===== src/rtl/bist_if.sv =====
// bist_if: BIST bus (start + vector ROM fetch in, status/result out) with master (engine) and slave (environment) modports
interface bist_if #(
  parameter int DATA_W = 8,
  parameter int ACC_W  = 16,
  parameter int IDX_W  = 1
);
  logic                     start;
  logic [IDX_W-1:0]         vec_idx;
  logic                     vec_mode;
  logic signed [DATA_W-1:0] vec_a;
  logic signed [DATA_W-1:0] vec_b;
  logic signed [DATA_W-1:0] vec_c;
  logic signed [ACC_W-1:0]  vec_exp;
  logic                     bist_busy;
  logic                     bist_done;
  logic                     bist_pass;
  logic                     enable_normal;
  logic [IDX_W-1:0]         fail_idx;
  logic [IDX_W:0]           fail_cnt;
  modport master (
    input  start, vec_mode, vec_a, vec_b, vec_c, vec_exp,
    output vec_idx, bist_busy, bist_done, bist_pass, enable_normal, fail_idx, fail_cnt
  );
  modport slave (
    output start, vec_mode, vec_a, vec_b, vec_c, vec_exp,
    input  vec_idx, bist_busy, bist_done, bist_pass, enable_normal, fail_idx, fail_cnt
  );
endinterface


===== src/rtl/bist_engine.sv =====
// bist_engine: vector BIST over one shared signed MAC; ports clk, reset_n (sync active-low), bus (bist_if.master: start/vec_* in, vec_idx/status out)
module bist_engine #(
  parameter int DATA_W       = 8,
  parameter int ACC_W        = 16,
  parameter int NUM_VEC      = 2,
  parameter int IDX_W        = (NUM_VEC > 1) ? $clog2(NUM_VEC) : 1,
  parameter int K_A          = 3,
  parameter int K_B          = 5,
  parameter bit STOP_ON_FAIL = 1'b1,
  parameter bit AUTO_START   = 1'b1
) (
  input  logic   clk,
  input  logic   reset_n,
  bist_if.master bus
);
  localparam int cnt_w = IDX_W + 1;
  localparam logic signed [DATA_W-1:0] k_a = DATA_W'(K_A);
  localparam logic signed [DATA_W-1:0] k_b = DATA_W'(K_B);
  typedef enum logic [2:0] {IDLE, FETCH, OP1, OP2, CHECK, DONE} state_t;
  state_t                   state_q, state_d;
  logic                     first_q, first_d;
  logic                     mode_q, mode_d;
  logic signed [DATA_W-1:0] a_q, a_d, b_q, b_d, c_q, c_d;
  logic signed [ACC_W-1:0]  exp_q, exp_d, acc_q, acc_d;
  logic [IDX_W-1:0]         idx_q, idx_d, fidx_q, fidx_d;
  logic [cnt_w-1:0]         fcnt_q, fcnt_d;
  logic                     busy_q, busy_d, done_q, done_d, pass_q, pass_d;
  logic signed [DATA_W-1:0] mul_x, mul_y;
  logic signed [2*DATA_W-1:0] prod;
  logic signed [ACC_W-1:0]  prod_ext, c_ext;
  logic                     mism, last, launch, finish, bad;
  always_ff @(posedge clk) begin
    if (!reset_n) begin
      state_q <= IDLE;
      first_q <= 1'b1;
      mode_q  <= 1'b0;
      a_q     <= '0;
      b_q     <= '0;
      c_q     <= '0;
      exp_q   <= '0;
      acc_q   <= '0;
      idx_q   <= '0;
      fidx_q  <= '0;
      fcnt_q  <= '0;
      busy_q  <= 1'b0;
      done_q  <= 1'b0;
      pass_q  <= 1'b0;
    end else begin
      state_q <= state_d;
      first_q <= first_d;
      mode_q  <= mode_d;
      a_q     <= a_d;
      b_q     <= b_d;
      c_q     <= c_d;
      exp_q   <= exp_d;
      acc_q   <= acc_d;
      idx_q   <= idx_d;
      fidx_q  <= fidx_d;
      fcnt_q  <= fcnt_d;
      busy_q  <= busy_d;
      done_q  <= done_d;
      pass_q  <= pass_d;
    end
  end
  always_comb begin
    mism   = acc_q != exp_q;
    last   = (mism && STOP_ON_FAIL) || idx_q == IDX_W'(NUM_VEC - 1);
    launch = (state_q == IDLE && (bus.start || (AUTO_START && first_q))) || (state_q == DONE && bus.start);
    finish = state_q == CHECK && last;
    state_d = state_q;
    case (state_q)
      IDLE, DONE: state_d = launch ? FETCH : state_q;
      FETCH:      state_d = OP1;
      OP1:        state_d = OP2;
      OP2:        state_d = CHECK;
      CHECK:      state_d = last ? DONE : FETCH;
      default:    state_d = IDLE;
    endcase
  end
  always_comb begin
    mul_x    = state_q == OP1 ? a_q : b_q;
    mul_y    = !mode_q ? b_q : state_q == OP1 ? k_a : k_b;
    prod     = mul_x * mul_y;
    prod_ext = ACC_W'(prod);
    c_ext    = ACC_W'(c_q);
    bad      = state_q == CHECK && mism;
    first_d  = 1'b0;
    mode_d   = state_q == FETCH ? bus.vec_mode : mode_q;
    a_d      = state_q == FETCH ? bus.vec_a : a_q;
    b_d      = state_q == FETCH ? bus.vec_b : b_q;
    c_d      = state_q == FETCH ? bus.vec_c : c_q;
    exp_d    = state_q == FETCH ? bus.vec_exp : exp_q;
    acc_d    = state_q == OP1 ? prod_ext : state_q == OP2 ? acc_q + (mode_q ? prod_ext : c_ext) : acc_q;
    idx_d    = launch ? '0 : (state_q == CHECK && !last) ? idx_q + IDX_W'(1) : idx_q;
    fcnt_d   = launch ? '0 : (bad && !(&fcnt_q)) ? fcnt_q + cnt_w'(1) : fcnt_q;
    fidx_d   = launch ? '0 : (bad && fcnt_q == '0) ? idx_q : fidx_q;
    busy_d   = launch ? 1'b1 : finish ? 1'b0 : busy_q;
    done_d   = launch ? 1'b0 : finish ? 1'b1 : done_q;
    pass_d   = launch ? 1'b0 : finish ? (fcnt_q == '0 && !mism) : pass_q;
  end
  assign bus.vec_idx       = idx_q;
  assign bus.bist_busy     = busy_q;
  assign bus.bist_done     = done_q;
  assign bus.bist_pass     = pass_q;
  assign bus.enable_normal = pass_q;
  assign bus.fail_idx      = fidx_q;
  assign bus.fail_cnt      = fcnt_q;
endmodule


===== src/flat_wrapper.sv =====
// flat-port wrapper written by rule: the top's interface ports become plain ports
module bist_engine_flat 
#(
  parameter int DATA_W       = 8,
  parameter int ACC_W        = 16,
  parameter int NUM_VEC      = 2,
  parameter int IDX_W        = (NUM_VEC > 1) ? $clog2(NUM_VEC) : 1,
  parameter int K_A          = 3,
  parameter int K_B          = 5,
  parameter bit STOP_ON_FAIL = 1'b1,
  parameter bit AUTO_START   = 1'b1
)
  (clk, reset_n, bus_start, bus_vec_mode, bus_vec_a, bus_vec_b, bus_vec_c, bus_vec_exp, bus_vec_idx, bus_bist_busy, bus_bist_done, bus_bist_pass, bus_enable_normal, bus_fail_idx, bus_fail_cnt);
  bist_if #(.DATA_W(DATA_W), .ACC_W(ACC_W), .IDX_W(IDX_W)) bus_i ();
  input  logic clk;
  input  logic reset_n;
  input wire logic [$bits(bus_i.start)-1:0] bus_start;
  input wire logic [$bits(bus_i.vec_mode)-1:0] bus_vec_mode;
  input wire logic [$bits(bus_i.vec_a)-1:0] bus_vec_a;
  input wire logic [$bits(bus_i.vec_b)-1:0] bus_vec_b;
  input wire logic [$bits(bus_i.vec_c)-1:0] bus_vec_c;
  input wire logic [$bits(bus_i.vec_exp)-1:0] bus_vec_exp;
  output wire logic [$bits(bus_i.vec_idx)-1:0] bus_vec_idx;
  output wire logic [$bits(bus_i.bist_busy)-1:0] bus_bist_busy;
  output wire logic [$bits(bus_i.bist_done)-1:0] bus_bist_done;
  output wire logic [$bits(bus_i.bist_pass)-1:0] bus_bist_pass;
  output wire logic [$bits(bus_i.enable_normal)-1:0] bus_enable_normal;
  output wire logic [$bits(bus_i.fail_idx)-1:0] bus_fail_idx;
  output wire logic [$bits(bus_i.fail_cnt)-1:0] bus_fail_cnt;
  assign bus_i.start = bus_start;
  assign bus_i.vec_mode = bus_vec_mode;
  assign bus_i.vec_a = bus_vec_a;
  assign bus_i.vec_b = bus_vec_b;
  assign bus_i.vec_c = bus_vec_c;
  assign bus_i.vec_exp = bus_vec_exp;
  assign bus_vec_idx = bus_i.vec_idx;
  assign bus_bist_busy = bus_i.bist_busy;
  assign bus_bist_done = bus_i.bist_done;
  assign bus_bist_pass = bus_i.bist_pass;
  assign bus_enable_normal = bus_i.enable_normal;
  assign bus_fail_idx = bus_i.fail_idx;
  assign bus_fail_cnt = bus_i.fail_cnt;
  bist_engine #(.DATA_W(DATA_W), .ACC_W(ACC_W), .NUM_VEC(NUM_VEC), .IDX_W(IDX_W), .K_A(K_A), .K_B(K_B), .STOP_ON_FAIL(STOP_ON_FAIL), .AUTO_START(AUTO_START)) u_core (.clk(clk), .reset_n(reset_n), .bus(bus_i));
endmodule

===== config.mk =====
export PLATFORM = sky130hd
export DESIGN_NAME = bist_engine_flat
export DESIGN_NICKNAME = d
export VERILOG_FILES = /design/src/rtl/bist_if.sv /design/src/rtl/bist_engine.sv /design/src/flat_wrapper.sv
export SDC_FILE = /design/constraint.sdc
export NUM_CORES = 1
export LEC_CHECK = 0
export BUFFER_PORTS_ARGS = -buffer_cell sky130_fd_sc_hd__buf_2
export CORE_MARGIN = 5
export CORE_UTILIZATION = 35
export DETAILED_ROUTE_END_ITERATION = 10
export PLACE_DENSITY = 0.64
export SYNTH_ARGS = -nofsm -noshare
export SYNTH_HDL_FRONTEND = slang
export SYNTH_SLANG_ARGS = --single-unit

===== constraint.sdc =====
create_clock -name clk -period 6.49 [get_ports clk]
set_input_delay 1.298 -clock clk [delete_from_list [all_inputs] [get_ports clk]]
set_output_delay 1.298 -clock clk [all_outputs]
set_load 0.01 [all_outputs]

==> results.toml, run 1 <==
[status]
outcome = "complete, no violations"

[logic_synthesis]
synth-async-reset-ratio = 0
synth_top_family_by_area = "adder cells"
synth_fa_ha_area_frac = 0.274
synthCells = 777
ys_types = 58
ys_seq_area_frac = 0.218
ys_warn_count = 0
ys.flop_type = "dfxtp_1"
syn_nets = 924
synth-edff-count = 0
synth_mux_area_frac = 0.0334
syn_area_um2 = 6250
yosys.area_share.simple = 0.176
synth-compound-area-share = 0.157
yosys.area_share.xor_xnor = 0.0645
synth-seq-cells = 68
syn_avg_cell_area_um2 = 8.04

[cts]
htreeDepth = 3
cts_sinks = 68
cts_tree = "done"
cts_buffers = 9
clockRootBuffer = "clkbuf_16"
worstSkewPairLatency_ns = 0.34
hold_buffers = 0
max-clock-path-buffers = 2
clkTransAtPathRegs_ns = 0.06

[grt]
grt_pass1_wl_um = 25900
first_global_vias = 5183
grt_max_degree = 57
antenna_found_initial = 0
grt_overflow = 0
grt_use_total = 0.157

[setup_path]
start_kind = "flop"
cp-end-kind = "flop"
arrival_ns = 6.42
critPathRequiredTime_ns = 6.72
cp_num_buf_inv = 4
cp_max_fo = 7
crit_family = "adder cells"
slowest_stage = "fa_1"
max_stage_delay_ns = 0.54
path_class = "flop to flop"

[cells_and_area]
final_common_cell = "nand2_1"
syn2layout_area_growth_pct = 16.3
fin_nets = 986
n_antenna_cell = 0
postLayoutCoreUtil = 0.417
fin_cells = 1069
drive_gt1_frac = 0.153
most-common-layout-cells = "nand2_1, inv_1, nor2_1"

[timing]
setup-violations-final = 0
max_freq_ghz = 0.162
timing.final.max_slew_violations = 0
fin_crit_sh = 0.954
fin_tns_setup_ns = 0
tightest_slew_ns = 0.596
final.min_clock_period_ns = 6.19
skew_ns = 0.0134
timing.final.ws_setup_ns = 0.301
slew_headroom = 0.602
hold_violations = 0

[placement]
pre_cts_ws_ns = 0.0687
port_buffers = 51
gp_congestion = 0.964
place_hpwl_um = 12100
dp_cells = 1049

[power_and_ir_drop]
clock_power_share = 0.345
ir_worst_vdd_v = 0.000125
switching_share = 0.363
power_density_nw_per_um2 = 208
p_leak_nw = 3.44
internal-power_w = 0.000964
finalPower_w = 0.00151
seq_power_share = 0.328
power_frac_comb = 0.328
power_switching_w = 0.000549

[floorplanning]
die_h_um = 144
rows = 48
die_w_um = 144
core_um2 = 17400
ioPinCount = 52
fp.dieArea_um2 = 20600
start_util = 0.359

[routing]
wire_per_inst_um = 14.5
dr.pass1.iters = 5
drt_iter0_drc = 318
route.antenna.remaining_nets = 0
drt-total-wl_um = 15500
via_per_inst = 4.98
drcViolationCount = 0
vias = 5323

[job]
drv_cap = 0

[min_path]
min_path_type = "flop to flop"
[tightest hold or removal path, delay by kind of cell, from the launching register on]
kind                   cells  cell delay, ns
AO/OA/AOI/OAI              1            0.05
buffers and inverters      1            0.05
flip-flops                 1            0.31
[power groups by stage]
stage	logic [W]	clock network, W	registers, W
floorplan	0.000351	0	0.000488
global placement	0.000477	0	0.000502
detailed placement	0.000478	0	0.000502
CTS	0.000485	0.000534	0.000493
global route	0.000559	0.000551	0.000500
finish	0.000496	0.000522	0.000496
[metal layers]
layer / vias up / part of all wire / global-route usage / wire [um]
li1: 2662 / - / - / -
met1: 2462 / 0.48 / 0.223 / 7430
met2: 166 / 0.45 / 0.249 / 6940
met3: 33 / 0.053 / 0.0260 / 821
met4: 0 / 0.020 / 0.0377 / 314
met5: - / 0 / 0 / 0
[worst paths after layout]
path	from	to	slack [ns]	cells past startpoint
max	u_core.state_q[2]$_SDFFE_PN0P_	u_core.acc_q[15]$_SDFFE_PN0P_	0.30	30
min	u_core.bus.bist_done$_SDFFE_PP0P_	u_core.bus.bist_done$_SDFFE_PP0P_	0.45	2
max reg2reg	u_core.state_q[2]$_SDFFE_PN0P_	u_core.acc_q[15]$_SDFFE_PN0P_	0.30	30
min reg2reg	u_core.bus.bist_done$_SDFFE_PP0P_	u_core.bus.bist_done$_SDFFE_PP0P_	0.45	2
[registers in the layout (all words and copies together), names as in the netlist, 2 cells and up]
name	flops
u_core.acc_q	16
u_core.exp_q	16
u_core.a_q	8
u_core.b_q	8
u_core.c_q	8
u_core.state_q	3
u_core.bus.fail_cnt	2
[synth_stat cells (2+ instances only)]
master / instances / area share
a211oi_1: 8 / 0.0096
nand4_1: 2 / 0.0020
dfxtp_1: 68 / 0.22
o21ai_1: 10 / 0.0080
o31ai_1: 4 / 0.0048
mux2i_1: 15 / 0.024
o22a_1: 2 / 0.0028
fa_1: 56 / 0.18
o21a_1: 5 / 0.0060
xor2_1: 20 / 0.028
nor2_1: 78 / 0.047
nand2b_1: 6 / 0.0060
a31oi_1: 4 / 0.0040
o31a_1: 3 / 0.0042
clkbuf_8: 2 / 0.0044
nor4_1: 7 / 0.0070
nand3_1: 5 / 0.0040
ha_1: 47 / 0.094
clkbuf_1: 24 / 0.014
and3_1: 2 / 0.0020
xnor2_1: 26 / 0.036
mux2_2: 4 / 0.0072
a21o_1: 7 / 0.0084
o21bai_1: 6 / 0.0072
nor3b_1: 2 / 0.0024
or2_1: 3 / 0.0030
nand3b_1: 2 / 0.0024
a21oi_1: 75 / 0.060
inv_1: 91 / 0.055
nor3_1: 3 / 0.0024
nand2_1: 136 / 0.082
nor2b_1: 6 / 0.0060
o221ai_1: 2 / 0.0028
and2_1: 3 / 0.0030
o21ai_0: 16 / 0.013
a211o_1: 2 / 0.0028
or3_1: 4 / 0.0040
[final cells by class]
cell class,instances,area [um^2]
Tap cell,225,282
Inverter,93,353
Clock inverter,7,82.6
Fill cell,1766,10200
Clock buffer,9,225
Timing Repair Buffer,79,482
Multi-Input combinational cell,588,4480
Sequential cell,68,1370
[metrics by stage]
stage | area (um^2) | hold WS [ns]
global route | 7270 | 0.479
finish | 7270 | 0.453
floorplan | 6250 | 0.434
global placement | 6850 | 0.439
CTS | 7150 | 0.456
detailed placement | 6850 | 0.438
[repair_timing]
| item | 4_1_cts | 5_1_grt |
|---|---|---|
| gates resized for setup | 0 | 22 |
| endpoints found under the setup margin | 0 | 3 |
| buffers inserted | 0 | 4 |
[kinds of logic (layout without fill, tap and decap cells)]
kind of cell / Yosys count / count (layout)
xor gates and xnor gates: 46 / 46
AOI/OAI and AO/OA: 158 / 158
DFF: 68 / 68
buffers and inverters: 121 / 188
adders and majority gates: 103 / 103
and+or+nand+nor: 261 / 261
muxes: 20 / 20
Note: power is estimated with default switching activity, not from simulation.
==> run 2, diff against run 1 <==
--- a/config.mk
+++ b/config.mk
@@ -6,10 +6,12 @@
 export NUM_CORES = 1
 export LEC_CHECK = 0
 export BUFFER_PORTS_ARGS = -buffer_cell sky130_fd_sc_hd__buf_2
+export CELL_PAD_IN_SITES_DETAIL_PLACEMENT = 0
+export CELL_PAD_IN_SITES_GLOBAL_PLACEMENT = 1
 export CORE_MARGIN = 5
 export CORE_UTILIZATION = 35
 export DETAILED_ROUTE_END_ITERATION = 10
-export PLACE_DENSITY = 0.64
+export PLACE_DENSITY = 0.78
 export SYNTH_ARGS = -nofsm -noshare
 export SYNTH_HDL_FRONTEND = slang
 export SYNTH_SLANG_ARGS = --single-unit
==> run 2 against run 1 <==
Wire length rose by 4.1%. Count of clock-buffer cells in the layout did not move. First-iteration DRC count rose by 38%. Design area rose by 3.5%. Hold slack got worse by 0.0056 ns. Sequential cell count did not move. Final cell count rose by 1.1%. Combinational power rose by 7.5%. Critical path depth fell by 4. Largest power group is now combinational cells.
==> results.toml, run 2 (synthesis gave the netlist of run 1 again) <==
[status]
outcome = "complete, no violations"

[timing]
slew_headroom = 0.508
skew_ns = 0.0108
tightest_slew_ns = 0.734
fin_hold_ws_ns = 0.448
max_freq_ghz = 0.161
timing.final.max_slew_violations = 0
hold_violations = 0
final.min_clock_period_ns = 6.20
setup-violations-final = 0
fin_crit_sh = 0.955

[setup_path]
cp_num_buf_inv = 5
r2r-end = "u_core.acc_q[15]$_SDFFE_PN0P_"
critPathRequiredTime_ns = 6.72
slowest_stage = "fa_1"
start_kind = "flop"
rr_worst_depth = 26
reg2reg_slack_ns = 0.29
reg2reg_from = "u_core.state_q[1]$_SDFFE_PN0P_"
crit_family = "adder cells"
cp-end-kind = "flop"
arrival_ns = 6.43
path_class = "flop to flop"
max_stage_delay_ns = 0.54
crit_top_cell = "fa_1"
cp_max_fo = 6

[cells_and_area]
n_antenna_cell = 0
fin_area_um2 = 7520
multi_input_area_um2 = 4620
syn2layout_area_growth_pct = 20.4
num-fill-cells = 1755
fin_cells = 1081
final_common_cell = "nand2_1"
drive_gt1_frac = 0.190
postLayoutCoreUtil = 0.432
register_area_um2 = 1370
fin_nets = 998
top_regs = "u_core.acc_q (16), u_core.exp_q (16)"
most-common-layout-cells = "nand2_1, inv_1, nor2_1"

[placement]
place_area_um2 = 6860
dp_cells = 1053
place_hpwl_um = 12600
gp_congestion = 0.911
port_buffers = 51

[floorplanning]
ioPinCount = 52
die_w_um = 144
start_util = 0.359
core_um2 = 17400
rows = 48
die_h_um = 144
fp.dieArea_um2 = 20600

[routing]
wire_per_inst_um = 14.9
dr.pass1.iters = 5
vias = 5373
via_per_inst = 4.97
drcViolationCount = 0
route.antenna.remaining_nets = 0
drt-total-wl_um = 16200
drt_iter0_drc = 438

[power_and_ir_drop]
p_leak_nw = 3.47
ir_worst_vdd_v = 0.000158
finalPower_w = 0.00154
power_density_nw_per_um2 = 204

[grt]
grt_overflow = 0
antenna_found_initial = 0
grt_max_degree = 34
grt_use_total = 0.161
grt_pass1_wl_um = 26400
first_global_vias = 5306

[cts]
cts_buffers = 9
worstSkewPairLatency_ns = 0.34
cts_sinks = 68
clockRootBuffer = "clkbuf_16"
htreeDepth = 3
max-clock-path-buffers = 2
clkTransAtPathRegs_ns = 0.06
cts_tree = "done"

[min_path]
hp-start = "u_core.bus.bist_done$_SDFFE_PP0P_"
whs_path_depth = 2
hold_end = "u_core.bus.bist_done$_SDFFE_PP0P_"
min_path_type = "flop to flop"

[job]
drv_cap = 0
run 2: changes by cell type in the layout (fill, tap and decap cells not counted), sizes merged:
cell,change
clkinv,+1
clkinvlp,+1
clkbuf,+1
buf,+11
inv,-2
run 2: routing by layer:
layer	vias to the layer above	part of all wire	GRT usage	wire, um
met2	141	0.47	0.261	7520
met1	2514	0.46	0.217	7450
li1	2685	-	-	-
met4	0	0.025	0.0471	401
met5	-	0	0	0
met3	33	0.048	0.0326	778
run 2: timing repair:
action                                  4_1_cts  5_1_grt
resized for setup                             0       58
buffers inserted                              0       11
endpoints found under the setup margin        0        3
hold buffers                                  0        0
run 2: worst max path at each step:
stage | start | endpoint | cells past startpoint | slack (ns)
2_1_floorplan | u_core.state_q[1]$_SDFFE_PN0P_ | u_core.acc_q[15]$_SDFFE_PN0P_ | 29 | 0.13
3_5_place_dp | u_core.state_q[1]$_SDFFE_PN0P_ | u_core.acc_q[15]$_SDFFE_PN0P_ | 28 | 0.12
3_3_place_gp | u_core.state_q[1]$_SDFFE_PN0P_ | u_core.acc_q[14]$_SDFFE_PN0P_ | 29 | 0.20
5_1_grt | u_core.state_q[1]$_SDFFE_PN0P_ | u_core.acc_q[15]$_SDFFE_PN0P_ | 28 | -0.02
6_report | u_core.state_q[1]$_SDFFE_PN0P_ | u_core.acc_q[15]$_SDFFE_PN0P_ | 26 | 0.29
4_1_cts | u_core.state_q[1]$_SDFFE_PN0P_ | u_core.acc_q[15]$_SDFFE_PN0P_ | 30 | 0.07
run 2: worst reg2reg max path, stage by stage, from the launching register on:
cell     delay [ns]
dfxtp_2        0.37
nor2b_4        0.20
nand2_4        0.09
buf_12         0.15
mux2i_4        0.19
buf_4          0.17
or2_1          0.23
fa_1           0.54
inv_1          0.05
fa_1           0.49
fa_1           0.49
inv_1          0.05
fa_1           0.47
inv_1          0.06
ha_4           0.24
o21a_2         0.22
o31a_1         0.11
o22a_1         0.23
a31oi_1        0.23
xor2_1         0.27
o21ai_1        0.10
ha_1           0.35
a21oi_1        0.16
xnor2_1        0.15
mux2i_2        0.10
xnor2_1        0.13
o31a_1         0.24
run 2: cell type report:
class	instances	share of cell area
multi-input combinational	588	0.615
sequential	68	0.182
timing repair buffer	91	0.0793
inverter	93	0.0469
tap	225	0.0374
clock buffer	9	0.0299
clock inverter	7	0.00998
run 2: report_power, final:
group          total, W  internal, W  switching, W
Sequential     0.000499     0.000456     0.0000434
Clock          0.000504     0.000299      0.000205
Combinational  0.000533     0.000228      0.000304
Total           0.00154     0.000984      0.000552
run 2: metrics by stage:
stage	TNS (ns)	setup slack (ns)
2_1_floorplan	0	0.127
3_3_place_gp	0	0.199
3_5_place_dp	0	0.124
4_1_cts	0	0.0693
5_1_grt	-0.0431	-0.0226
6_report	0	0.292
